`config.mk`:
```
export PLATFORM = sky130hd
export DESIGN_NAME = pipe_chain_flat
export DESIGN_NICKNAME = d
export VERILOG_FILES = /design/src/rtl/pipe_pkg.sv /design/src/rtl/pipe_chain_if.sv /design/src/rtl/pipe_stage.sv /design/src/rtl/pipe_chain.sv /design/src/flat_wrapper.sv
export SDC_FILE = /design/constraint.sdc
export NUM_CORES = 1
export LEC_CHECK = 0
export CAP_MARGIN = 0
export CORE_MARGIN = 3
export CORE_UTILIZATION = 53
export DETAILED_ROUTE_END_ITERATION = 6
export GPL_ROUTABILITY_DRIVEN = 0
export PLACE_DENSITY = 0.86
export SLEW_MARGIN = 20
export SYNTH_ARGS = -nofsm -noshare
export SYNTH_HDL_FRONTEND = slang
export SYNTH_SLANG_ARGS = --single-unit
```
`constraint.sdc`:
```
create_clock -name clk -period 1.9 [get_ports clk]
set_clock_uncertainty 0.05 [all_clocks]
set_input_delay 0.19 -clock clk [delete_from_list [all_inputs] [get_ports clk]]
set_output_delay 0.19 -clock clk [all_outputs]
set_load 0.03 [all_outputs]
```
`src/rtl/pipe_pkg.sv`:
```
// rtl/pipe_pkg.sv - shared parameter checks and width helpers for the pipeline register chain
//
// Contents:
//   DEPTH_MIN / DEPTH_MAX  legal range of the chain depth
//   occ_width()            width of an occupancy count for a given depth
//   params_legal()         elaboration-time legality check of DEPTH/FLUSH_STAGES/HOLD_STAGE
//   DEPTH_DEFAULT / OCC_W  occupancy width of the default four-stage chain

package pipe_pkg;

    localparam int DEPTH_MIN = 2;
    localparam int DEPTH_MAX = 16;

    function automatic int occ_width(input int depth);
        return $clog2(depth + 1);
    endfunction

    // Flush and hold must each leave at least the last stage untouched so
    // that an older beat can still drain while the front of the chain is
    // squashed or frozen.
    function automatic bit params_legal(input int depth, input int flush_stages,
                                        input int hold_stage);
        return (depth >= DEPTH_MIN) && (depth <= DEPTH_MAX) &&
               (flush_stages >= 1) && (flush_stages <= depth - 1) &&
               (hold_stage >= 1) && (hold_stage <= depth - 1);
    endfunction

    localparam int DEPTH_DEFAULT = 4;
    localparam int OCC_W = occ_width(DEPTH_DEFAULT);

endpackage

```
`src/rtl/pipe_chain_if.sv`:
```
// rtl/pipe_chain_if.sv - valid/ready/data handshake bundle for the pipeline chain
//
// Signals:
//   valid  producer offers data
//   ready  consumer accepts data this cycle
//   data   WIDTH-bit payload
// Modports:
//   master  drives valid/data, observes ready
//   slave   observes valid/data, drives ready

interface pipe_chain_if #(
    parameter int WIDTH = 32
);

    logic             valid;
    logic             ready;
    logic [WIDTH-1:0] data;

    modport master (output valid, output data, input ready);
    modport slave  (input valid, input data, output ready);

endinterface

```
`src/rtl/pipe_stage.sv`:
```
// rtl/pipe_stage.sv - one slice of the pipeline chain (valid + payload registers)
//
// Ports:
//   clk, rst_n   rising-edge clock, asynchronous active-low reset
//   squash       clear valid on the next edge (flush); payload kept
//   load         take prev_valid/prev_data on the next edge
//   prev_valid   incoming valid (already forced low for a bubble)
//   prev_data    incoming payload
//   valid, data  registered stage contents

module pipe_stage #(
    parameter int WIDTH = 32
) (
    input  logic             clk,
    input  logic             rst_n,
    input  logic             squash,
    input  logic             load,
    input  logic             prev_valid,
    input  logic [WIDTH-1:0] prev_data,
    output logic             valid,
    output logic [WIDTH-1:0] data
);

    always_ff @(posedge clk or negedge rst_n) begin
        if (!rst_n) begin
            valid <= 1'b0;
            data  <= '0;
        end else if (squash) begin
            valid <= 1'b0;
        end else if (load) begin
            valid <= prev_valid;
            // A bubble leaves the payload untouched to avoid needless toggles.
            if (prev_valid) begin
                data <= prev_data;
            end
        end
    end

endmodule

```
`src/rtl/pipe_chain.sv`:
```
// rtl/pipe_chain.sv - parametrised pipeline register chain with backpressure, hold and flush
//
// Ports:
//   clk, rst_n    rising-edge clock, asynchronous active-low reset
//   up            input handshake (valid/data in, ready out) into stage 0
//   down          output handshake (valid/data out, ready in) from stage DEPTH-1
//   flush         squash stages 0..FLUSH_STAGES-1, bubble into FLUSH_STAGES
//   hold          freeze stages below HOLD_STAGE, bubble into HOLD_STAGE
//   stage_valid   valid bit of every stage
//   occupancy     number of valid stages

module pipe_chain
    import pipe_pkg::*;
#(
    parameter int WIDTH        = 32,
    parameter int DEPTH        = 4,
    parameter int FLUSH_STAGES = 2,
    parameter int HOLD_STAGE   = 1
) (
    input  logic                          clk,
    input  logic                          rst_n,
    pipe_chain_if.slave                   up,
    pipe_chain_if.master                  down,
    input  logic                          flush,
    input  logic                          hold,
    output logic [DEPTH-1:0]              stage_valid,
    output logic [occ_width(DEPTH)-1:0]   occupancy
);

    localparam int CNT_W = occ_width(DEPTH);

    if (!params_legal(DEPTH, FLUSH_STAGES, HOLD_STAGE)) begin : g_param_check
        $error("pipe_chain: illegal DEPTH/FLUSH_STAGES/HOLD_STAGE combination");
    end

    logic [DEPTH-1:0] v;
    logic [WIDTH-1:0] d [DEPTH];
    logic [DEPTH:0]   rdy;
    logic             in_ready;
    logic             in_take;

    // A stage can move when it is empty or everything ahead of it moves, so
    // readiness ripples back from the output and empty stages absorb bubbles.
    always_comb begin
        rdy[DEPTH] = down.ready;
        for (int i = DEPTH - 1; i >= 0; i--) begin
            rdy[i] = !v[i] | rdy[i + 1];
        end
    end

    assign in_ready = rdy[0] & !hold & !flush;
    assign in_take  = up.valid & in_ready;
    assign up.ready = in_ready;

    for (genvar i = 0; i < DEPTH; i++) begin : g_stage
        logic             squash;
        logic             freeze;
        logic             bubble;
        logic             load;
        logic             src_valid;
        logic [WIDTH-1:0] src_data;

        if (i == 0) begin : g_head
            assign src_valid = in_take;
            assign src_data  = up.data;
        end else begin : g_body
            assign src_valid = v[i - 1];
            assign src_data  = d[i - 1];
        end

        // Flush takes priority over hold; with flush high hold is ignored.
        assign squash = flush && (i < FLUSH_STAGES);
        assign freeze = !flush && hold && (i < HOLD_STAGE);
        assign bubble = flush ? (i == FLUSH_STAGES) : (hold && (i == HOLD_STAGE));
        assign load   = rdy[i] && !freeze;

        pipe_stage #(
            .WIDTH (WIDTH)
        ) u_stage (
            .clk        (clk),
            .rst_n      (rst_n),
            .squash     (squash),
            .load       (load),
            .prev_valid (src_valid && !bubble),
            .prev_data  (src_data),
            .valid      (v[i]),
            .data       (d[i])
        );
    end

    assign down.valid  = v[DEPTH - 1];
    assign down.data   = d[DEPTH - 1];
    assign stage_valid = v;

    always_comb begin
        occupancy = '0;
        for (int i = 0; i < DEPTH; i++) begin
            occupancy = occupancy + CNT_W'(v[i]);
        end
    end

endmodule

```
`src/flat_wrapper.sv`:
```
// flat-port wrapper written by rule: the top's interface ports become plain ports
module pipe_chain_flat import pipe_pkg::*;
#(
    parameter int WIDTH        = 32,
    parameter int DEPTH        = 4,
    parameter int FLUSH_STAGES = 2,
    parameter int HOLD_STAGE   = 1
)
  (clk, rst_n, flush, hold, stage_valid, occupancy, up_valid, up_data, up_ready, down_valid, down_data, down_ready);
  pipe_chain_if #(.WIDTH(WIDTH)) up_i ();
  pipe_chain_if #(.WIDTH(WIDTH)) down_i ();
  input  logic clk;
  input  logic rst_n;
  input  logic flush;
  input  logic hold;
  output logic [DEPTH-1:0] stage_valid;
  output logic [occ_width(DEPTH)-1:0] occupancy;
  input wire logic [$bits(up_i.valid)-1:0] up_valid;
  input wire logic [$bits(up_i.data)-1:0] up_data;
  output wire logic [$bits(up_i.ready)-1:0] up_ready;
  output wire logic [$bits(down_i.valid)-1:0] down_valid;
  output wire logic [$bits(down_i.data)-1:0] down_data;
  input wire logic [$bits(down_i.ready)-1:0] down_ready;
  assign up_i.valid = up_valid;
  assign up_i.data = up_data;
  assign up_ready = up_i.ready;
  assign down_valid = down_i.valid;
  assign down_data = down_i.data;
  assign down_i.ready = down_ready;
  pipe_chain #(.WIDTH(WIDTH), .DEPTH(DEPTH), .FLUSH_STAGES(FLUSH_STAGES), .HOLD_STAGE(HOLD_STAGE)) u_core (.clk(clk), .rst_n(rst_n), .up(up_i), .down(down_i), .flush(flush), .hold(hold), .stage_valid(stage_valid), .occupancy(occupancy));
endmodule
```
### Yosys cells after proc, flatten, opt, wreduce, memory -nomap -nowiden

Cells that the tools add are included.

* memory bits (read-only): 0
* memory bits (writable): 0
* latch bits: 0
* output and inout port bits: 41
* logic and storage cells: 44
* memories kept: 0
* bits of input ports: 38
* register bits after elaboration: 132

* bitwise gates (word level): 8
* multiply operators: 0
* equality and inequality tests: 0
* multiplexer cells: 6
* $add $sub $neg: 3
* shift operators: 0
* magnitude comparators: 0
* divide/modulo/power cells: 0
* reduce and logical (&&, ||, !) cells: 19

Operators by type and width (number)
* logical NOT 1 bit: 9
* two-way mux 1 bit: 6
* AND reduction 3 bit: 2
* logical AND 1 bit: 4
* bitwise OR 1 bit: 4
* AND reduction 2 bit: 2
* nonzero test 2 bit: 2
* adder 2 x 1 -> 3 bit: 1
* adder 3 x 1 -> 3 bit: 1
* bitwise AND 1 bit: 3
* adder 1 x 1 -> 2 bit: 1
* NOT 1 bit: 1

### Logic depth before layout (Yosys ltp)

Gate-level depths: netlist (run 1).

* depth after elaboration: 10
* gate-level depth with buffers: 5
* gate-level depth less buffers: 5

### Hierarchy

From an unflattened synthesis (run 1), not the netlist that was laid out.

* cells, all modules: 303
* area total of the unflattened synthesis: 5637.9 um2

Modules (own cells, without submodules)
* pipe_stage: instances 4, seq. area each 825.8 um2, area each 1366.3 um2, cells each 71
* pipe_chain: instances 1, seq. area each 0.0 um2, area each 172.7 um2, cells each 19

### Least setup slack after synthesis (run 1)

OpenSTA, ideal clock, no wires.

* path kind: reg2out
* start: register u_core.g_stage[3].u_stage.valid
* end: output port occupancy[1]
* buffers on the path: 0
* required time: 1660 ps
* arrival time: 1837 ps
* cell stages (with the launch flop): 6
* slack: -177 ps
* path through: dfrtp_1 > inv_1 > fa_1 > inv_1 > ha_1 > ha_1

* word-level cells in the longest chain between the ends: 1

RTL lines
* from (decl): RTL line pipe_stage.sv:20 `output logic valid,`
* from (signal assigned): RTL line pipe_stage.sv:31 `valid <= prev_valid;`
* adder 3 x 1 -> 3 bit: RTL line pipe_chain.sv:98 `occupancy = occupancy + CNT_W'(v[i]);`
* to (decl): RTL line flat_wrapper.sv:17 `output logic [occ_width(DEPTH)-1:0] occupancy;`

No other way between the ends.

### Worst setup path after layout (run 1)

Same ends and word-level chain as after synthesis.

==> impl_metrics.json, run 1 <==
{
  "status": "complete, but fails checks",
  "violations": "setup timing",
  "die_area_um2": 10940,
  "clock.fmax_ghz": 0.4430,
  "drt_first_iter_violations": 160,
  "initial_core_util_pct": 55.25,
  "clk_pin_slew_worst_paths_ns": 0.06,
  "cp_num_buf_inv": 3,
  "maxSlewViolCount": 0,
  "antenna_found_initial": 0,
  "postRouteAntennaNets": 0,
  "power.density_nw_per_um2": 1226,
  "tightestPinTransition_ns": 0.4992,
  "relSlewSlack_pct": 66.72,
  "setup_violations": 29,
  "drc": 0,
  "fin_ws_ns": -0.3572,
  "cts_made_buffers": 17,
  "worstSetupPathType": "flop to primary output",
  "seq_area_frac_synth_pct": 64.09,
  "worstSetupEndpointType": "primary output",
  "slowest_stage": "fa_1",
  "rsz0062_at_grt": "true",
  "avgSynthCellArea_um2": 17.01,
  "arrival_ns": 2.02,
  "cp_top_family": "adder cells",
  "die_h_um": 104.6,
  "finalInstanceArea_um2": 7067,
  "cp_cell_sequence": "inv_2 > fa_1 > inv_2 > ha_4 > ha_4 > buf_6",
  "yosysWarnings": 0,
  "avgRoutedWirePerCell_um": 17.93,
  "row_count": 35,
  "hpwlAfterDp_mm": 6.071,
  "cts-root-buf": "clkbuf_8",
  "die_w_um": 104.6,
  "cts_buffer_depth": 2,
  "period_needed_ns": 2.257,
  "drt_pre_antenna_iters": 4,
  "synth_most_common_cell": "dfrtp_1",
  "overflow": 0,
  "p_leak_nw": 3.405,
  "htreeDepth": 4,
  "synth_top_area_share_pct": 64.09,
  "finalSetupTns_ns": -1.372,
  "post_dp_cell_area_um2": 6235,
  "drive_gt1_share_pct": 46.45,
  "cts_tree": "built",
  "synth_area_leaders": "dfrtp_1, mux2_2, mux2_4",
  "port-buffer-count": 78,
  "hp-class": "input pin to async pin",
  "synth-async-reset-ratio_pct": 100.0,
  "finalHoldViolations": 0,
  "finalPower_mw": 8.663,
  "synth_cell_types": 23,
  "grt.total_usage_pct": 19.27,
  "syn_area_um2": 5154,
  "antenna_cells": 0,
  "synth-edff-count": 0,
  "peakVddDrop_v": 0.0007349,
  "wirelength_mm": 9.877,
  "synthFlopType": "dfrtp_1",
  "grt_pass1_wl_mm": 16.35,
  "nNetsFinal": 450,
  "netlist_instances": 303,
  "via_per_inst": 5.067,
  "syn-num-nets": 344,
  "finalCritPeriodShare_pct": 118.8,
  "fillers": 548,
  "coreArea_um2": 9328,
  "boundaryPins": 79,
  "crit_required_ns": 1.66,
  "netlist_top_cells_count": "dfrtp_1, mux2_2, mux2_4",
  "critPathMaxFanout": 2,
  "via_count": 2792,
  "startpoint_type": "flop",
  "grt_pass1_vias": 3158,
  "drv_cap": 0,
  "critical-path-max-stage-delay_ns": 0.55,
  "area_growth_pct": 37.12,
  "clkLatencyLatePin_ns": 0.51,
  "yosys.area.top_type": "dfrtp_1",
  "ys_ff_latch": 132,
  "grt_max_degree": 54,
  "clock_sink_count": 132
}
cells by family (layout without fill, tap and decap cells):
family	Yosys count	count (layout)	share of synthesized area (%)
muxes	129	129	30.35
adders and majority gates	3	3	0.8739
AOI/OAI and AO/OA	5	5	0.6310
DFF	132	132	64.09
and+or+nand+nor	10	10	1.262
buffers and inverters	24	143	2.792
timing repair:
action	4_1_cts	5_1_grt
endpoints found under the setup margin	52	36
pin swaps	3	2
hold buffers	1	0
gates cloned	2	2
gates resized for setup	38	8
setup buffers	2	1
hold endpoints to repair	63	0
area by class of cell:
type | count | area, µm² | share of cell area (%)
well taps | 129 | 161.4 | 2.284
clock inverters | 13 | 198.9 | 2.815
clock buffers | 19 | 421.7 | 5.967
inverters | 7 | 26.28 | 0.3718
repair buffers | 104 | 1155 | 16.34
multi-input cells | 147 | 1799 | 25.46
flip-flops and latches | 132 | 3304 | 46.76
metrics by stage:
step | setup slack [ns] | util (%) | instances | hold slack [ns]
after floorplan | 0.01361 | - | 303 | -0.1556
after global placement | -0.2484 | 66.84 | 513 | 0.1234
after detailed placement | -0.2491 | 66.84 | 513 | 0.1289
after CTS | -0.3798 | 75.02 | 550 | 0.1536
after global routing | -0.4173 | 75.76 | 551 | 0.2055
final | -0.3572 | 75.76 | 551 | 0.1586
metal layers:
layer	global-route usage, %	share of wire (%)	up-vias	routed length [µm]
met3	5.559	4.2	16	415
met5	0	0	-	0
met2	31.69	51	61	5042
li1	-	-	1274	-
met4	6.935	1.6	0	160
met1	24.52	43	1441	4259
registers in the layout, summed over array words and instances, names as in the netlist:
signal / count
u_core.g_stage.u_stage.data: 128
u_core.g_stage.u_stage.valid: 4
layout by cell type, fill, tap and decap left out, types with 4 or more instances in the layout:
cell type,n
dfrtp_1,131
buf_4,9
clkdlybuf4s50_1,68
bufinv_16,4
clkbuf_16,18
inv_1,4
mux2_4,43
buf_6,8
dlygate4sd2_1,5
mux2_2,82
buf_12,7
worst paths after layout:
path | from | endpoint | slack [ns] | cells past startpoint
setup / recovery | u_core.g_stage[3].u_stage.valid | occupancy[1] | -0.36 | 6
hold / removal | rst_n | u_core.g_stage[3].u_stage.data[17] | 0.16 | 2
setup reg to reg | u_core.g_stage[3].u_stage.valid | u_core.g_stage[0].u_stage.data[17] | -0.04 | 7
hold reg to reg | u_core.g_stage[0].u_stage.data[5] | u_core.g_stage[0].u_stage.data[5] | 0.43 | 1
max in group asynchronous | rst_n | u_core.g_stage[1].u_stage.data[22] | 1.03 | 3
min in group clk | up_data[5] | u_core.g_stage[0].u_stage.data[5] | 0.23 | 2
power breakdown:
group	internal, mW	switching, mW	leakage (nW)
registers	3.47	0.362	1.69
clock network	2.16	1.23	0.296
logic	0.916	0.522	1.42
total	6.54	2.12	3.41
Note: power is estimated with default switching activity, not from simulation.
==> inputs of run 2 (changes only) <==
--- a/config.mk
+++ b/config.mk
@@ -5,9 +5,9 @@
 export SDC_FILE = /design/constraint.sdc
 export NUM_CORES = 1
 export LEC_CHECK = 0
-export CAP_MARGIN = 0
 export CORE_MARGIN = 3
 export CORE_UTILIZATION = 53
+export CTS_CLUSTER_SIZE = 20
 export DETAILED_ROUTE_END_ITERATION = 6
 export GPL_ROUTABILITY_DRIVEN = 0
 export PLACE_DENSITY = 0.86
@@ -15,3 +15,4 @@
 export SYNTH_ARGS = -nofsm -noshare
 export SYNTH_HDL_FRONTEND = slang
 export SYNTH_SLANG_ARGS = --single-unit
+export TNS_END_PERCENT = 20
==> run 2 against run 1 <==
  * First-iteration DRC count fell by 2.5%
  * Sequential power barely moved
  * Largest power group unchanged
  * Worst setup slack improved by 0.0031 ns
  * Critical endpoint unchanged
  * Largest cell class unchanged
  * Fmax rose by 0.14%
  * The flow still finishes with violations (setup timing)
==> impl_metrics.json, run 2 (synthesized netlist as in run 1, its figures left out) <==
{
  "arrival_ns": 2.01,
  "finalSetupTns_ns": -2.003,
  "clock.fmax_ghz": 0.4436,
  "antenna_found_initial": 0,
  "worstSetupEndpointType": "primary output",
  "grt_max_degree": 54,
  "cts_tree": "built",
  "mostFrequentLayoutCell": "dfrtp_1",
  "grt.total_usage_pct": 18.78,
  "power.density_nw_per_um2": 1227,
  "overflow": 0,
  "status": "complete, but fails checks",
  "hp-class": "input pin to async pin",
  "maxSlewViolCount": 0,
  "final_util_pct": 75.53,
  "row_count": 35,
  "p_leak_nw": 3.394,
  "finalInstanceArea_um2": 7046,
  "finalPower_mw": 8.644,
  "via_per_inst": 5.067,
  "drt_first_iter_violations": 156,
  "cts_made_buffers": 17,
  "rsz0062_at_grt": "true",
  "fin_ws_ns": -0.3541,
  "biggestRegsByFlops": "u_core.g_stage.u_stage.data x128, u_core.g_stage.u_stage.valid x4",
  "boundaryPins": 79,
  "grt_pass1_vias": 3114,
  "drv_cap": 0,
  "postRouteAntennaNets": 0,
  "hpwlAfterDp_mm": 6.071,
  "port-buffer-count": 78,
  "startpoint_type": "flop",
  "initial_core_util_pct": 55.25,
  "crit-reg2reg-launch": "u_core.g_stage[3].u_stage.valid",
  "crit_path_end": "occupancy[1]",
  "clk_pin_slew_worst_paths_ns": 0.06,
  "r2r-end": "u_core.g_stage[0].u_stage.data[10]",
  "violations": "setup timing",
  "drc": 0,
  "nNetsFinal": 449,
  "tightestPinTransition_ns": 0.4978,
  "hold_slack_ns": 0.1640,
  "drt_pre_antenna_iters": 4,
  "area_growth_pct": 36.71,
  "avgRoutedWirePerCell_um": 17.83,
  "coreArea_um2": 9328,
  "grt_pass1_wl_mm": 15.97,
  "setup_violations": 36,
  "worstSetupPathType": "flop to primary output",
  "rr_worst_depth": 7,
  "post_dp_cell_area_um2": 6235,
  "regMostFlops": "u_core.g_stage.u_stage.data",
  "via_count": 2787,
  "die_area_um2": 10940,
  "mostFrequentLayoutCells": "dfrtp_1, mux2_2, clkdlybuf4s50_1, mux2_4, clkbuf_16",
  "cts_buffer_depth": 2,
  "htreeDepth": 4,
  "relSlewSlack_pct": 66.81,
  "period_needed_ns": 2.254,
  "cts-root-buf": "clkbuf_8",
  "die_h_um": 104.6,
  "peakVddDrop_v": 0.0007464,
  "die_w_um": 104.6,
  "crit_start": "u_core.g_stage[3].u_stage.valid",
  "drive_gt1_share_pct": 46.08,
  "clkLatencyLatePin_ns": 0.50,
  "finalCritPeriodShare_pct": 118.6,
  "critPathMaxFanout": 2,
  "largest_register_ffs": 128,
  "crit_required_ns": 1.66,
  "antenna_cells": 0,
  "finalHoldViolations": 0,
  "wirelength_mm": 9.804,
  "ff2ff_setup_slack_ns": -0.09,
  "clock_sink_count": 132
}
==> run 2: cell types whose count changed in the layout (fill, tap and decap cells not counted), sizes merged <==
cell / delta
buf: -1
==> run 2: how the worst min path moves through the flow <==
stage,to,cells after the start,slack (ns)
finish,u_core.g_stage[3].u_stage.data[17],2,0.16
global route,u_core.g_stage[2].u_stage.data[17],2,0.20
global placement,u_core.g_stage[3].u_stage.data[16],1,0.12
floorplan,u_core.g_stage[0].u_stage.data[0],0,-0.16
CTS,u_core.g_stage[3].u_stage.data[16],2,0.15
detailed placement,u_core.g_stage[3].u_stage.data[16],1,0.13
==> run 2: cell type report <==
class / instances / area [µm²]
Fill cell: 558 / 2282
Clock buffer: 19 / 421.7
Timing Repair Buffer: 103 / 1134
Multi-Input combinational cell: 147 / 1799
Clock inverter: 13 / 198.9
Tap cell: 129 / 161.4
Inverter: 7 / 26.28
Sequential cell: 132 / 3304
==> run 2: worst max-delay path, stage by stage, from the launching register on <==
cell and delay [ns]:
dfrtp_2 0.36, inv_2 0.04, fa_1 0.55, inv_2 0.05, ha_4 0.15, ha_4 0.25
buf_6 0.12
==> run 2: power breakdown <==
| part | switching (mW) | internal (mW) | leakage (nW) |
|---|---|---|---|
| clock network | 1.22 | 2.16 | 0.296 |
| logic | 0.516 | 0.912 | 1.41 |
| registers | 0.368 | 3.47 | 1.69 |
==> run 2: what timing repair did <==
item | CTS | global route
hold buffers | 1 | 0
cloned | 1 | 2
endpoints found under the setup margin | 52 | 36
pin swaps | 3 | 3
endpoints found under the hold margin | 63 | 0
buffers inserted | 0 | 2
resized for setup | 33 | 9
==> run 2: through the flow <==
| step | cells | worst slack (ns) |
|---|---|---|
| after global routing | 550 | -0.4196 |
| final | 550 | -0.3541 |
| after floorplan | 303 | 0.01361 |
| after CTS | 547 | -0.3798 |
| after detailed placement | 513 | -0.2491 |
| after global placement | 513 | -0.2484 |
==> run 2: metal layers <==
metal	share of wire, %	vias to the layer above	GRT usage (%)
li1	-	1273	-
met1	43	1445	23.14
met2	52	61	31.83
met3	4.1	8	5.497
met4	0.83	0	6.373
met5	0	-	0
==> inputs of run 3 (changes only) <==
--- a/config.mk
+++ b/config.mk
@@ -11,6 +11,7 @@
 export DETAILED_ROUTE_END_ITERATION = 6
 export GPL_ROUTABILITY_DRIVEN = 0
 export PLACE_DENSITY = 0.86
+export SKIP_CTS_REPAIR_TIMING = 1
 export SLEW_MARGIN = 20
 export SYNTH_ARGS = -nofsm -noshare
 export SYNTH_HDL_FRONTEND = slang
==> run 3 against run 2 <==
  * The run still ends with setup timing left
  * Sequential share of layout area increased by 0.42 points
  * Sequential power about the same
  * Clock-buffer cell count unchanged
  * Fmax about the same
  * Critical path type unchanged
  * Largest power group unchanged
==> impl_metrics.json, run 3 (synthesized netlist as in run 1, its figures left out) <==
{
  "port-buffer-count": 78,
  "antenna_found_initial": 0,
  "tightestPinTransition_ns": 0.4995,
  "final_util_pct": 74.86,
  "initial_core_util_pct": 55.25,
  "coreArea_um2": 9328,
  "htreeDepth": 4,
  "avgRoutedWirePerCell_um": 16.95,
  "violations": "setup timing",
  "grt_pass1_vias": 3053,
  "worstSetupPathType": "flop to primary output",
  "arrival_ns": 2.01,
  "worstSetupEndpointType": "primary output",
  "die_h_um": 104.6,
  "mostFrequentLayoutCell": "dfrtp_1",
  "preCtsSetupSlack_ns": -0.2491,
  "clock.fmax_ghz": 0.4438,
  "antenna_cells": 0,
  "die_w_um": 104.6,
  "crit_required_ns": 1.66,
  "row_count": 35,
  "p_leak_nw": 3.428,
  "maxSlewViolCount": 0,
  "via_count": 2738,
  "cts-root-buf": "clkbuf_8",
  "finalHoldViolations": 0,
  "nNetsFinal": 447,
  "clkLatencyLatePin_ns": 0.51,
  "period_needed_ns": 2.253,
  "clk_pin_slew_worst_paths_ns": 0.06,
  "power.density_nw_per_um2": 1232,
  "overflow": 0,
  "drive_gt1_share_pct": 44.87,
  "wirelength_mm": 9.287,
  "hpwlAfterDp_mm": 6.071,
  "fin_ws_ns": -0.3535,
  "postRouteAntennaNets": 0,
  "hp-class": "input pin to async pin",
  "relSlewSlack_pct": 66.70,
  "die_area_um2": 10940,
  "clock_sink_count": 132,
  "drv_cap": 0,
  "regMostFlops": "u_core.g_stage.u_stage.data",
  "peakVddDrop_v": 0.0007557,
  "cts_buffer_depth": 2,
  "fillers": 562,
  "mostFrequentLayoutCells": "dfrtp_1, mux2_2, clkdlybuf4s50_1, mux2_4, clkbuf_16",
  "boundaryPins": 79,
  "cts_tree": "built",
  "largest_register_ffs": 128,
  "critical-path-max-stage-delay_ns": 0.54,
  "grt.total_usage_pct": 18.15,
  "status": "complete, but fails checks",
  "drt_first_iter_violations": 114,
  "grt_pass1_wl_mm": 15.45,
  "drt_pre_antenna_iters": 4,
  "ff2ff_setup_slack_ns": -0.03,
  "finalCritPeriodShare_pct": 118.6,
  "startpoint_type": "flop",
  "finalSetupTns_ns": -1.034,
  "cp_cell_sequence": "inv_2 > fa_1 > inv_2 > ha_4 > ha_4 > buf_6",
  "setup_violations": 13,
  "cts_made_buffers": 17,
  "grt_max_degree": 54,
  "drc": 0,
  "critPathMaxFanout": 2,
  "biggestRegsByFlops": "u_core.g_stage.u_stage.data x128, u_core.g_stage.u_stage.valid x4",
  "slowest_stage": "fa_1",
  "rsz0062_at_grt": "true",
  "via_per_inst": 4.996,
  "area_growth_pct": 35.49
}
run 3: changes by cell type in the layout (fill, tap and decap cells not counted), sizes merged:
cell / previous run / this run
dlygate4sd2: 5 / 0
dlymetal6s2s: 0 / 5
clkbuf: 21 / 19
run 3: per-stage QoR:
| step | hold WS, ns | area [µm²] | total power [mW] | instances |
|---|---|---|---|---|
| after floorplan | -0.1556 | 5167 | 4.681 | 303 |
| after global placement | 0.1234 | 6235 | 5.121 | 513 |
| after detailed placement | 0.1289 | 6235 | 5.228 | 513 |
| after CTS | -0.4124 | 6855 | 8.626 | 545 |
| after global routing | 0.2019 | 6983 | 8.992 | 548 |
| final | 0.1534 | 6983 | 8.605 | 548 |
run 3: area by class of cell:
cell class	instances	area, µm²	area share [%]
Clock buffer	19	421.7	6.038
Clock inverter	13	198.9	2.849
Inverter	7	26.28	0.3763
Multi-Input combinational cell	147	1792	25.66
Sequential cell	132	3304	47.32
Tap cell	129	161.4	2.311
Timing Repair Buffer	101	1079	15.45
run 3: worst paths after layout:
kind	endpoint	depth (start not counted)	startpoint
worst min-delay path	u_core.g_stage[3].u_stage.data[17]	2	rst_n
max in group asynchronous	u_core.g_stage[1].u_stage.data[22]	3	rst_n
min in group clk	u_core.g_stage[0].u_stage.data[5]	2	up_data[5]
worst max register to register	u_core.g_stage[0].u_stage.data[11]	7	u_core.g_stage[3].u_stage.valid
worst min register to register	u_core.g_stage[0].u_stage.data[5]	1	u_core.g_stage[0].u_stage.data[5]
worst max-delay path	occupancy[1]	6	u_core.g_stage[3].u_stage.valid
run 3: worst max-delay path: cells and delay by family (launching register included):
| family | cells | cell delay [ns] |
|---|---|---|
| fa+ha+maj | 3 | 0.94 |
| flops | 1 | 0.36 |
| buf+inv | 3 | 0.21 |
run 3: routing by layer:
layer  vias to the layer above  part of all wire (%)  global-route usage (%)  wire length [µm]
met3                        11                   4.3                   5.435               400
met5                         -                     0                       0                 0
met2                        53                    52                   30.44              4843
met4                         0                   1.1                   6.186                99
met1                      1408                    42                   22.55              3943
li1                       1266                     -                       -                 -
run 3: report_power, final:
part	leakage [nW]	switching (mW)	internal, mW
registers	1.69	0.356	3.47
clock network	0.296	1.22	2.16
logic	1.44	0.505	0.895
total	3.43	2.08	6.52
